===== config.mk =====
export PLATFORM = sky130hd
export DESIGN_NAME = looper_multi
export DESIGN_NICKNAME = d
export VERILOG_FILES = /design/src/rtl/looper_multi.sv
export SDC_FILE = /design/constraint.sdc
export NUM_CORES = 1
export LEC_CHECK = 0
export ABC_CLOCK_PERIOD_IN_PS = 7200
export CORE_MARGIN = 2
export CORE_UTILIZATION = 45
export CTS_CLUSTER_SIZE = 25
export DETAILED_ROUTE_END_ITERATION = 10
export HOLD_SLACK_MARGIN = 0.12
export PLACE_DENSITY = 0.71
export SLEW_MARGIN = 0
export SYNTH_ARGS = -nofsm -noshare
export SYNTH_HDL_FRONTEND = slang
export SYNTH_SLANG_ARGS = --single-unit
export TNS_END_PERCENT = 20

===== constraint.sdc =====
create_clock -name i_clk -period 7.2 [get_ports i_clk]
set_clock_uncertainty 0.2 [all_clocks]
set_input_delay 0.72 -clock i_clk [delete_from_list [all_inputs] [get_ports i_clk]]
set_output_delay 0.72 -clock i_clk [all_outputs]
set_load 0.03 [all_outputs]

===== src/rtl/looper_multi.sv =====
// looper_multi: loop-station effect (off / record / play / overdub).
// Each accepted sample runs one fixed 5-cycle SRAM sequence:
//   S_IDLE -> S_RD_REQ -> S_RD_LATCH -> S_MIX -> S_WRITE -> S_IDLE
// Optional feature macro: LOOPER_OVERDUB_EN. When it is defined, mode 3 is
// overdub, with a saturating read-mix-write. When it is undefined, mode 3 is
// treated as play and no overdub write hardware is built.
module looper_multi #(
    parameter int DATA_W    = 16,
    parameter int ADDR_W    = 20,
    parameter int BASE_ADDR = 352000,
    parameter int DEPTH     = 320000,
    parameter int LEVEL_W   = 3
) (
    input  logic               i_clk,
    input  logic               i_rst_n,
    input  logic               i_valid,
    output logic               o_ready,
    input  logic [DATA_W-1:0]  i_data,
    input  logic [1:0]         i_mode,
    input  logic [LEVEL_W-1:0] i_level,
    input  logic [DATA_W-1:0]  i_sram_rdata,
    output logic [ADDR_W-1:0]  o_sram_addr,
    output logic               o_sram_we_n,
    output logic [DATA_W-1:0]  o_sram_wdata,
    output logic [DATA_W-1:0]  o_data,
    output logic               o_valid,
    output logic               o_full,
    output logic [ADDR_W-1:0]  o_loop_len
);

    localparam int MIX_W = DATA_W + LEVEL_W + 2;
    localparam logic [1:0] MODE_OFF  = 2'd0;
    localparam logic [1:0] MODE_REC  = 2'd1;
    localparam logic [1:0] MODE_PLAY = 2'd2;
    localparam logic [1:0] MODE_ODUB = 2'd3;
    localparam logic [ADDR_W-1:0] ONE_A = ADDR_W'(1);

    typedef enum logic [2:0] {
        S_IDLE     = 3'd0,
        S_RD_REQ   = 3'd1,
        S_RD_LATCH = 3'd2,
        S_MIX      = 3'd3,
        S_WRITE    = 3'd4
    } state_t;

    state_t                     state_r, state_next_s;
    logic signed [DATA_W-1:0]   in_r, loop_r, data_r, mix_s, out_s;
    logic [LEVEL_W-1:0]         level_r;
    logic [1:0]                 mode_r, mode_in_s;
    logic [ADDR_W-1:0]          ptr_r, len_r, len_inc_s, ptr_inc_s, loop_addr_s;
    logic                       full_r, valid_r, ready_r;
    logic                       loop_mode_s, len_nz_s;
    logic [ADDR_W-1:0]          sram_addr_s;
    logic                       sram_we_n_s;
    logic [DATA_W-1:0]          sram_wdata_s;
    logic [LEVEL_W:0]           level_p1_s;
    logic signed [MIX_W-1:0]    in_ext_s, loop_ext_s, w_in_s, w_loop_s, mix_acc_s;

`ifdef LOOPER_OVERDUB_EN
    logic [DATA_W-1:0]          sum_s;

    // Two's-complement add clamped to the DATA_W signed range.
    function automatic logic [DATA_W-1:0] sat_add(input logic [DATA_W-1:0] a,
                                                  input logic [DATA_W-1:0] b);
        logic [DATA_W:0] s;
        s = {a[DATA_W-1], a} + {b[DATA_W-1], b};
        if (s[DATA_W] != s[DATA_W-1]) begin
            if (s[DATA_W]) begin
                sat_add = {1'b1, {(DATA_W-1){1'b0}}};
            end else begin
                sat_add = {1'b0, {(DATA_W-1){1'b1}}};
            end
        end else begin
            sat_add = s[DATA_W-1:0];
        end
    endfunction
`endif

    // Effective mode: without overdub support, mode 3 collapses onto play.
    always_comb begin
`ifdef LOOPER_OVERDUB_EN
        mode_in_s = i_mode;
`else
        if (i_mode == MODE_ODUB) begin
            mode_in_s = MODE_PLAY;
        end else begin
            mode_in_s = i_mode;
        end
`endif
    end

    // Pointer arithmetic, loop address and mode qualifiers.
    always_comb begin
        len_inc_s   = len_r + ONE_A;
        ptr_inc_s   = ptr_r + ONE_A;
        loop_addr_s = ADDR_W'(BASE_ADDR) + ptr_r;
        loop_mode_s = (mode_r == MODE_PLAY) || (mode_r == MODE_ODUB);
        len_nz_s    = (len_r != '0);
    end

    // Weighted mix of live input and loop sample; the weights always sum to 2^LEVEL_W.
    always_comb begin
        level_p1_s = {1'b0, level_r} + {{LEVEL_W{1'b0}}, 1'b1};
        in_ext_s   = {{(MIX_W-DATA_W){in_r[DATA_W-1]}}, in_r};
        loop_ext_s = {{(MIX_W-DATA_W){loop_r[DATA_W-1]}}, loop_r};
        w_in_s     = {{(MIX_W-LEVEL_W){1'b0}}, ~level_r};
        w_loop_s   = {{(MIX_W-LEVEL_W-1){1'b0}}, level_p1_s};
        mix_acc_s  = (in_ext_s * w_in_s) + (loop_ext_s * w_loop_s);
        mix_s      = DATA_W'(mix_acc_s >>> LEVEL_W);
    end

    // Output sample selection: mix only when a loop exists to play against.
    always_comb begin
        if (loop_mode_s && len_nz_s) begin
            out_s = mix_s;
        end else begin
            out_s = in_r;
        end
    end

`ifdef LOOPER_OVERDUB_EN
    // Overdub write value: live input plus stored take, saturated.
    always_comb begin
        sum_s = sat_add(in_r, loop_r);
    end
`endif

    // State register.
    always_ff @(posedge i_clk or negedge i_rst_n) begin
        if (!i_rst_n) begin
            state_r <= S_IDLE;
        end else begin
            state_r <= state_next_s;
        end
    end

    // Next-state logic and combinational SRAM port drive.
    always_comb begin
        state_next_s = state_r;
        sram_addr_s  = '0;
        sram_we_n_s  = 1'b1;
        sram_wdata_s = '0;
        case (state_r)
            S_IDLE: begin
                if (i_valid) begin
                    state_next_s = S_RD_REQ;
                end else begin
                    state_next_s = S_IDLE;
                end
            end
            S_RD_REQ: begin
                state_next_s = S_RD_LATCH;
                sram_addr_s  = loop_addr_s;
            end
            S_RD_LATCH: begin
                state_next_s = S_MIX;
                sram_addr_s  = loop_addr_s;
            end
            S_MIX: begin
                state_next_s = S_WRITE;
            end
            S_WRITE: begin
                state_next_s = S_IDLE;
                sram_addr_s  = loop_addr_s;
                if ((mode_r == MODE_REC) && !full_r) begin
                    sram_we_n_s  = 1'b0;
                    sram_wdata_s = in_r;
                end
`ifdef LOOPER_OVERDUB_EN
                else if ((mode_r == MODE_ODUB) && len_nz_s) begin
                    sram_we_n_s  = 1'b0;
                    sram_wdata_s = sum_s;
                end
`endif
                else begin
                    sram_we_n_s  = 1'b1;
                    sram_wdata_s = '0;
                end
            end
            default: begin
                state_next_s = S_IDLE;
            end
        endcase
    end

    // Sample capture, mode transitions, loop read latch, output register, pointer walk.
    always_ff @(posedge i_clk or negedge i_rst_n) begin
        if (!i_rst_n) begin
            in_r    <= '0;
            loop_r  <= '0;
            data_r  <= '0;
            level_r <= '0;
            mode_r  <= MODE_OFF;
            ptr_r   <= '0;
            len_r   <= '0;
            full_r  <= 1'b0;
            valid_r <= 1'b0;
            ready_r <= 1'b1;
        end else begin
            case (state_r)
                S_IDLE: begin
                    if (mode_in_s == MODE_OFF) begin
                        ptr_r <= '0;
                        len_r <= '0;
                    end
                    if (i_valid) begin
                        in_r    <= i_data;
                        level_r <= i_level;
                        mode_r  <= mode_in_s;
                        if ((mode_in_s == MODE_REC) && (mode_r != MODE_REC)) begin
                            ptr_r  <= '0;
                            len_r  <= '0;
                            full_r <= 1'b0;
                        end else if (((mode_in_s == MODE_PLAY) || (mode_in_s == MODE_ODUB)) &&
                                     ((mode_r == MODE_OFF) || (mode_r == MODE_REC))) begin
                            ptr_r <= '0;
                        end
                    end
                end
                S_RD_LATCH: begin
                    loop_r <= (loop_mode_s && len_nz_s) ? i_sram_rdata : '0;
                end
                S_MIX: begin
                    data_r <= out_s;
                end
                S_WRITE: begin
                    if ((mode_r == MODE_REC) && !full_r) begin
                        ptr_r <= ptr_inc_s;
                        len_r <= len_inc_s;
                        if (len_inc_s == ADDR_W'(DEPTH)) begin
                            full_r <= 1'b1;
                        end
                    end else if (loop_mode_s && len_nz_s) begin
                        ptr_r <= (ptr_r == (len_r - ONE_A)) ? '0 : ptr_inc_s;
                    end
                end
                default: begin
                end
            endcase
            valid_r <= (state_next_s == S_WRITE);
            ready_r <= (state_next_s == S_IDLE);
        end
    end

    assign o_ready      = ready_r;
    assign o_valid      = valid_r;
    assign o_data       = data_r;
    assign o_full       = full_r;
    assign o_loop_len   = len_r;
    assign o_sram_addr  = sram_addr_s;
    assign o_sram_we_n  = sram_we_n_s;
    assign o_sram_wdata = sram_wdata_s;

endmodule


### Word level (Yosys, flattened, before mapping)

Index checks and enable logic that the tools add are counted.
Widths: inputs -> output; s select.

| word-level totals | value |
|---|---|
| register bits after elaboration | 99 |
| logic and storage cells | 87 |

| operators by class | value |
|---|---|
| bitwise logic cells | 1 |
| add/sub/neg operators | 6 |
| reductions and logical operators | 19 |
| equal/unequal tests | 20 |
| mux-type cells | 28 |
| multipliers | 2 |

Operators by type and width:

| kind | count |
|---|---|
| $mux 20 | 12 |
| $pmux 20 s2 | 2 |
| $mux 16 | 4 |
| $add 20x1->20 const B | 2 |
| $add 19x20->20 const A | 1 |
| $eq 20x19->1 const B | 1 |
| $eq 20x20->1 | 1 |
| $reduce_bool 20->1 | 1 |
| $sub 20x1->20 const B | 1 |
| $add 19x19->19 | 1 |
| $mul 16x4->19 | 1 |
| $mul 16x5->19 | 1 |
| $pmux 3 s4 | 1 |
| $eq 2x2->1 const B | 5 |
| $ne 2x2->1 const B | 4 |
| $mux 1 | 7 |
| $eq 3x2->1 const B | 2 |
| $eq 3x3->1 const B | 2 |
| $logic_not 3->1 | 2 |
| $reduce_and 2->1 | 3 |
| $reduce_and 5->1 | 1 |
| $add 3x1->4 const B | 1 |
| $eq 2x1->1 const B | 2 |
| $logic_and 1x1->1 | 4 |
| 11 further kinds | 14 |

### Longest topological paths before layout

Gate-level depths: netlist of run 1.

| depth | value |
|---|---|
| word-level depth | 9 |
| depth in mapped cells | 22 |

### Worst setup path before layout of run 1

No wires, ideal clock.

| timing path | value |
|---|---|
| kind | register to register |
| start point | reg level_r[1] |
| end point | reg data_r[15] (netlist: o_data[15]) |
| path buffers | 1 |
| library setup time | 0.095 ns |
| setup slack | 1.647 ns |
| arrival | 5.258 ns |
| stages on the path, launching flop included | 23 |
| cell sequence | dfrtp_1 -> ha_1 -> xor2_1 -> clkbuf_1 -> and2_1 -> ha_1 -> inv_1 -> fa_1 -> inv_1 -> fa_1 -> inv_1 -> fa_1 -> inv_1 -> ha_1 -> nor2b_1 -> o31a_1 -> o211ai_1 -> nand2_1 -> a211o_1 -> a311o_1 -> o31ai_1 -> xnor2_1 -> o31ai_1 |

| between the ends | value |
|---|---|
| word-level cells in the longest chain between the ends | 4 |
| elaborated cells on any way between the ends | 6 |
| those cells by class | add/sub: 2; mul: 2; mux: 1; bitwise: 1 |

Ends and longest elaborated chain:

| what | line | source |
|---|---|---|
| start: declaration | 48 | `logic [LEVEL_W-1:0] level_r;` |
| start signal: assignment | 208 | `level_r <= i_level;` |
| $add 3x1->4 or $not 3->3 (tied branches) | 103, 106 |  |
| $mul 16x5->19 or $mul 16x4->19 (tied branches) | 108 | `mix_acc_s = (in_ext_s * w_in_s) + (loop_ext_s * w_loop_s);` |
| $add 19x19->19 (*) | 108 |  |
| $mux 16 (*) | 114 | `if (loop_mode_s && len_nz_s) begin` |
| end signal: assignment | 224 | `data_r <= out_s;` |
| end: declaration | 47 | `logic signed [DATA_W-1:0] in_r, loop_r, data_r, mix_s, out_s;` |

Mark *: on every way between the ends. The rest lies on a longest branch, timed or not.
A chain may end at the register's enable or synchronous reset.

### Worst setup path in the final report of run 1

Ends and elaborated chain as after synthesis.

==> flow_metrics.env, run 1 <==
export IMPL_critPathBufInv=4
export IMPL_status="finished clean"
export IMPL_ff2ff_setup_slack_ns=1.03
export IMPL_synth_cells=1120
export IMPL_synth_seq_cells=99
export IMPL_areaGrowthSynthToFinish_pct=16.6
export IMPL_finalSetupViolations=0
export IMPL_finalInstanceArea_sq_um=11400
export IMPL_fin_crit_ns=6.17
export IMPL_num_vias=7859
export IMPL_clock_latency_ns=0.36
export IMPL_syn_area_sq_um=9740
export IMPL_yosysWarnings=0
export IMPL_async_flop_share_pct=100
export IMPL_synth_top_family_by_area="adder cells"
export IMPL_dp_slack_ns=1.06
export IMPL_synth_flop_cell="dfrtp_1"
export IMPL_drive_above_1_share_pct=5.27
export IMPL_cp_data_arrival_time_ns=6.24
export IMPL_via_per_inst=5.35
export IMPL_syn_nets=1297
export IMPL_slowest_delay_ns=0.77
export IMPL_crit_chain="ha_1 > and2_1 > ha_1 > inv_1 > fa_1 > inv_1 > fa_1 > inv_1 > fa_1 > inv_1 > ha_1 > nor2b_1 > o31a_1 > o211ai_1 > nand2_1 > a211o_1 > a311o_1 > o31ai_1 > xnor2_1 > o31ai_1"
export IMPL_synth_area_mux_share_pct=3.03
export IMPL_synthAdderAreaFrac_pct=23.5
export IMPL_cts_resized=0
export IMPL_synth_edf_count=0
export IMPL_cts_setup_buffers=0
export IMPL_seqCellArea_sq_um=2480
export IMPL_grt_pass1_wl_um=39400
export IMPL_startpoint_type="register"
export IMPL_worstHoldPathType="primary input to asynchronous set/reset pin"
export IMPL_cap_viol_max_count=0
export IMPL_core_area_sq_um=21200
export IMPL_cp_max_fo=19
export IMPL_dr_first_iter_drc_count=486
export IMPL_grt_pass1_vias=7579
export IMPL_htree_levels=3
export IMPL_holdWs_ns=0.145
export IMPL_hold_viol=0
export IMPL_grt_start_max_net_pins=61
export IMPL_fin_nets=1367
export IMPL_first_pass_iters=5
export IMPL_numCtsBuffers=9
export IMPL_drc_errors=0
export IMPL_clockBufferDepth=2
export IMPL_fill_cells=1965
export IMPL_grt_usage_pct=22.1
export IMPL_dp_hpwl_um=17800
export IMPL_rr_worst_depth=20
export IMPL_totalWireLength_um=23800
export IMPL_r2r_end="o_data[15]"
export IMPL_yosys_area_share_simple_pct=22.5
export IMPL_rsz0062_at_grt="false"
export IMPL_rr_startpoint="level_r[1]"
export IMPL_postPlaceCellArea_sq_um=11100
export IMPL_synth_top_cell_area_share_pct=25.2
export IMPL_drtAntennaViolNets=0
export IMPL_cpLargestDelayFamily="adder cells"
export IMPL_boundaryPins=116
export IMPL_slowest_stage="dfrtp_1"
export IMPL_grt_overflow=0
export IMPL_die_y_um=151
export IMPL_crit_type="register to register"
export IMPL_rows=53
export IMPL_worst_pin_slew_ns=0.788
export IMPL_fmax_mhz=162
export IMPL_synth_xor_area_share_pct=5.84
export IMPL_antenna_found_initial=0
export IMPL_dieArea_sq_um=22800
export IMPL_crit_path_frequent_cell="inv_1"
export IMPL_crit_required_ns=7.27
export IMPL_ys_types=59
export IMPL_port_buffers=115
export IMPL_ys_seq_area_share_pct=25.4
export IMPL_clk_pin_slew_ns=0.07
export IMPL_wl_per_cell_um=16.2
export IMPL_netlist_top_cells_area="dfrtp_1 (25%), fa_1 (16%), ha_1 (7.7%)"
export IMPL_tns_ns=0
export IMPL_multi_input_area_sq_um=6520
export IMPL_antenna_cells=0
export IMPL_fin_ws_ns=1.03
export IMPL_chipWidth_um=151
export IMPL_gp_congestion=0.889
export IMPL_relSlewSlack_pct=47.5
export IMPL_synth_compound_area_share_pct=12.0
export IMPL_root_buffer="clkbuf_16"
export IMPL_cts_hold_buf=0
export IMPL_layout_common_cells="inv_1 (127), clkdlybuf4s50_1 (114), dfrtp_1 (98)"
export IMPL_min_period_over_period_pct=85.7
export IMPL_yosysTopAreaCell="dfrtp_1"
export IMPL_cts_sinks=99
export IMPL_start_util_pct=46.1
export IMPL_cts_tree="yes"
export IMPL_avgSynthCellArea_sq_um=8.70
export IMPL_slew_viol_final=0
export IMPL_end_kind="register"
export IMPL_mostFrequentLayoutCell="inv_1"
[how the worst max path moves through the flow]
stage          cells past startpoint         end        from  slack [ns]
2_1_floorplan                     22  o_data[15]  level_r[1]        1.65
3_3_place_gp                      20  o_data[15]  level_r[1]        1.17
3_5_place_dp                      20  o_data[15]  level_r[1]        1.06
4_1_cts                           20  o_data[15]  level_r[1]        1.05
5_1_grt                           20  o_data[15]  level_r[2]        0.73
6_report                          20  o_data[15]  level_r[1]        1.03
[flip-flops by register name (all words and copies together) (netlist names)]
signal      count
o_ready         1
in_r           16
level_r         3
o_data         16
mode_r          2
loop_r         16
o_full          1
ptr_r          20
state_r         3
o_valid         1
o_loop_len     20
[worst register-to-register path, delay by kind of cell (launching register included)]
kind,cells,cell delay (ns)
AOI/OAI and AO/OA,6,1.58
xor gates and xnor gates,1,0.11
adders and majority gates,6,2.69
buffers and inverters,4,0.19
DFF,1,0.77
and+or+nand+nor,3,0.54
[routing by layer]
| metal | track usage, % | vias up | routed length, um |
|---|---|---|---|
| li1 | - | 3799 | - |
| met1 | 30.4 | 3835 | 10800 |
| met2 | 36.8 | 203 | 11400 |
| met3 | 2.80 | 22 | 1360 |
| met4 | 6.12 | 0 | 327 |
| met5 | 0 | - | 0 |
[Yosys cell counts, types with 3 or more instances]
master and n:
ha_1 60, a21oi_1 33, mux2i_1 7, o41ai_1 6, mux2_2 20, nor3b_1 14, nor2_1 58, or3_1 7
nand3b_1 4, o21a_1 8, dfrtp_1 98, nor3_1 11, nand4_1 3, buf_2 3, o21ai_0 92, o31ai_1 7
nand2b_1 47, a21o_1 20, xnor2_1 45, clkbuf_1 60, and2_1 65, nand2_1 91, or2_2 3, fa_1 77
nor4_1 8, nand3_1 21, and3_1 23, o211ai_1 5, xor2_1 20, a31oi_1 6, nor2b_1 35, inv_1 127
[per-stage QoR]
stage	utilization, %	instances
floorplan	-	1120
global placement	52.3	1454
detailed placement	52.3	1454
CTS	53.7	1470
global route	53.7	1470
finish	53.7	1470
[cells by family after synthesis]
logic type,count (synthesis)
mux,27
flops,99
buf+inv,195
simple gates,404
xor+xnor,65
fa+ha+maj,137
compound gates,193
[cell type report]
type,count,share of cell area [%]
multi-input cells,826,57.4
flip-flops and latches,99,21.8
repair buffers,126,10.8
inverters,128,4.23
well taps,275,3.03
clock buffers,9,1.98
clock inverters,7,0.672
Power of run 1 is not shown: default switching activity piles up to over one toggle a cycle in this logic, so the estimate is an artifact.
==> run 2: changes to the inputs <==
- CTS_CLUSTER_DIAMETER: not set -> 50
- SKIP_LAST_GASP: not set -> 1
==> results of run 2 <==
Final layout, timing and power as in run 1 (identical DEF).
Power of run 2 is left out for the same reason.
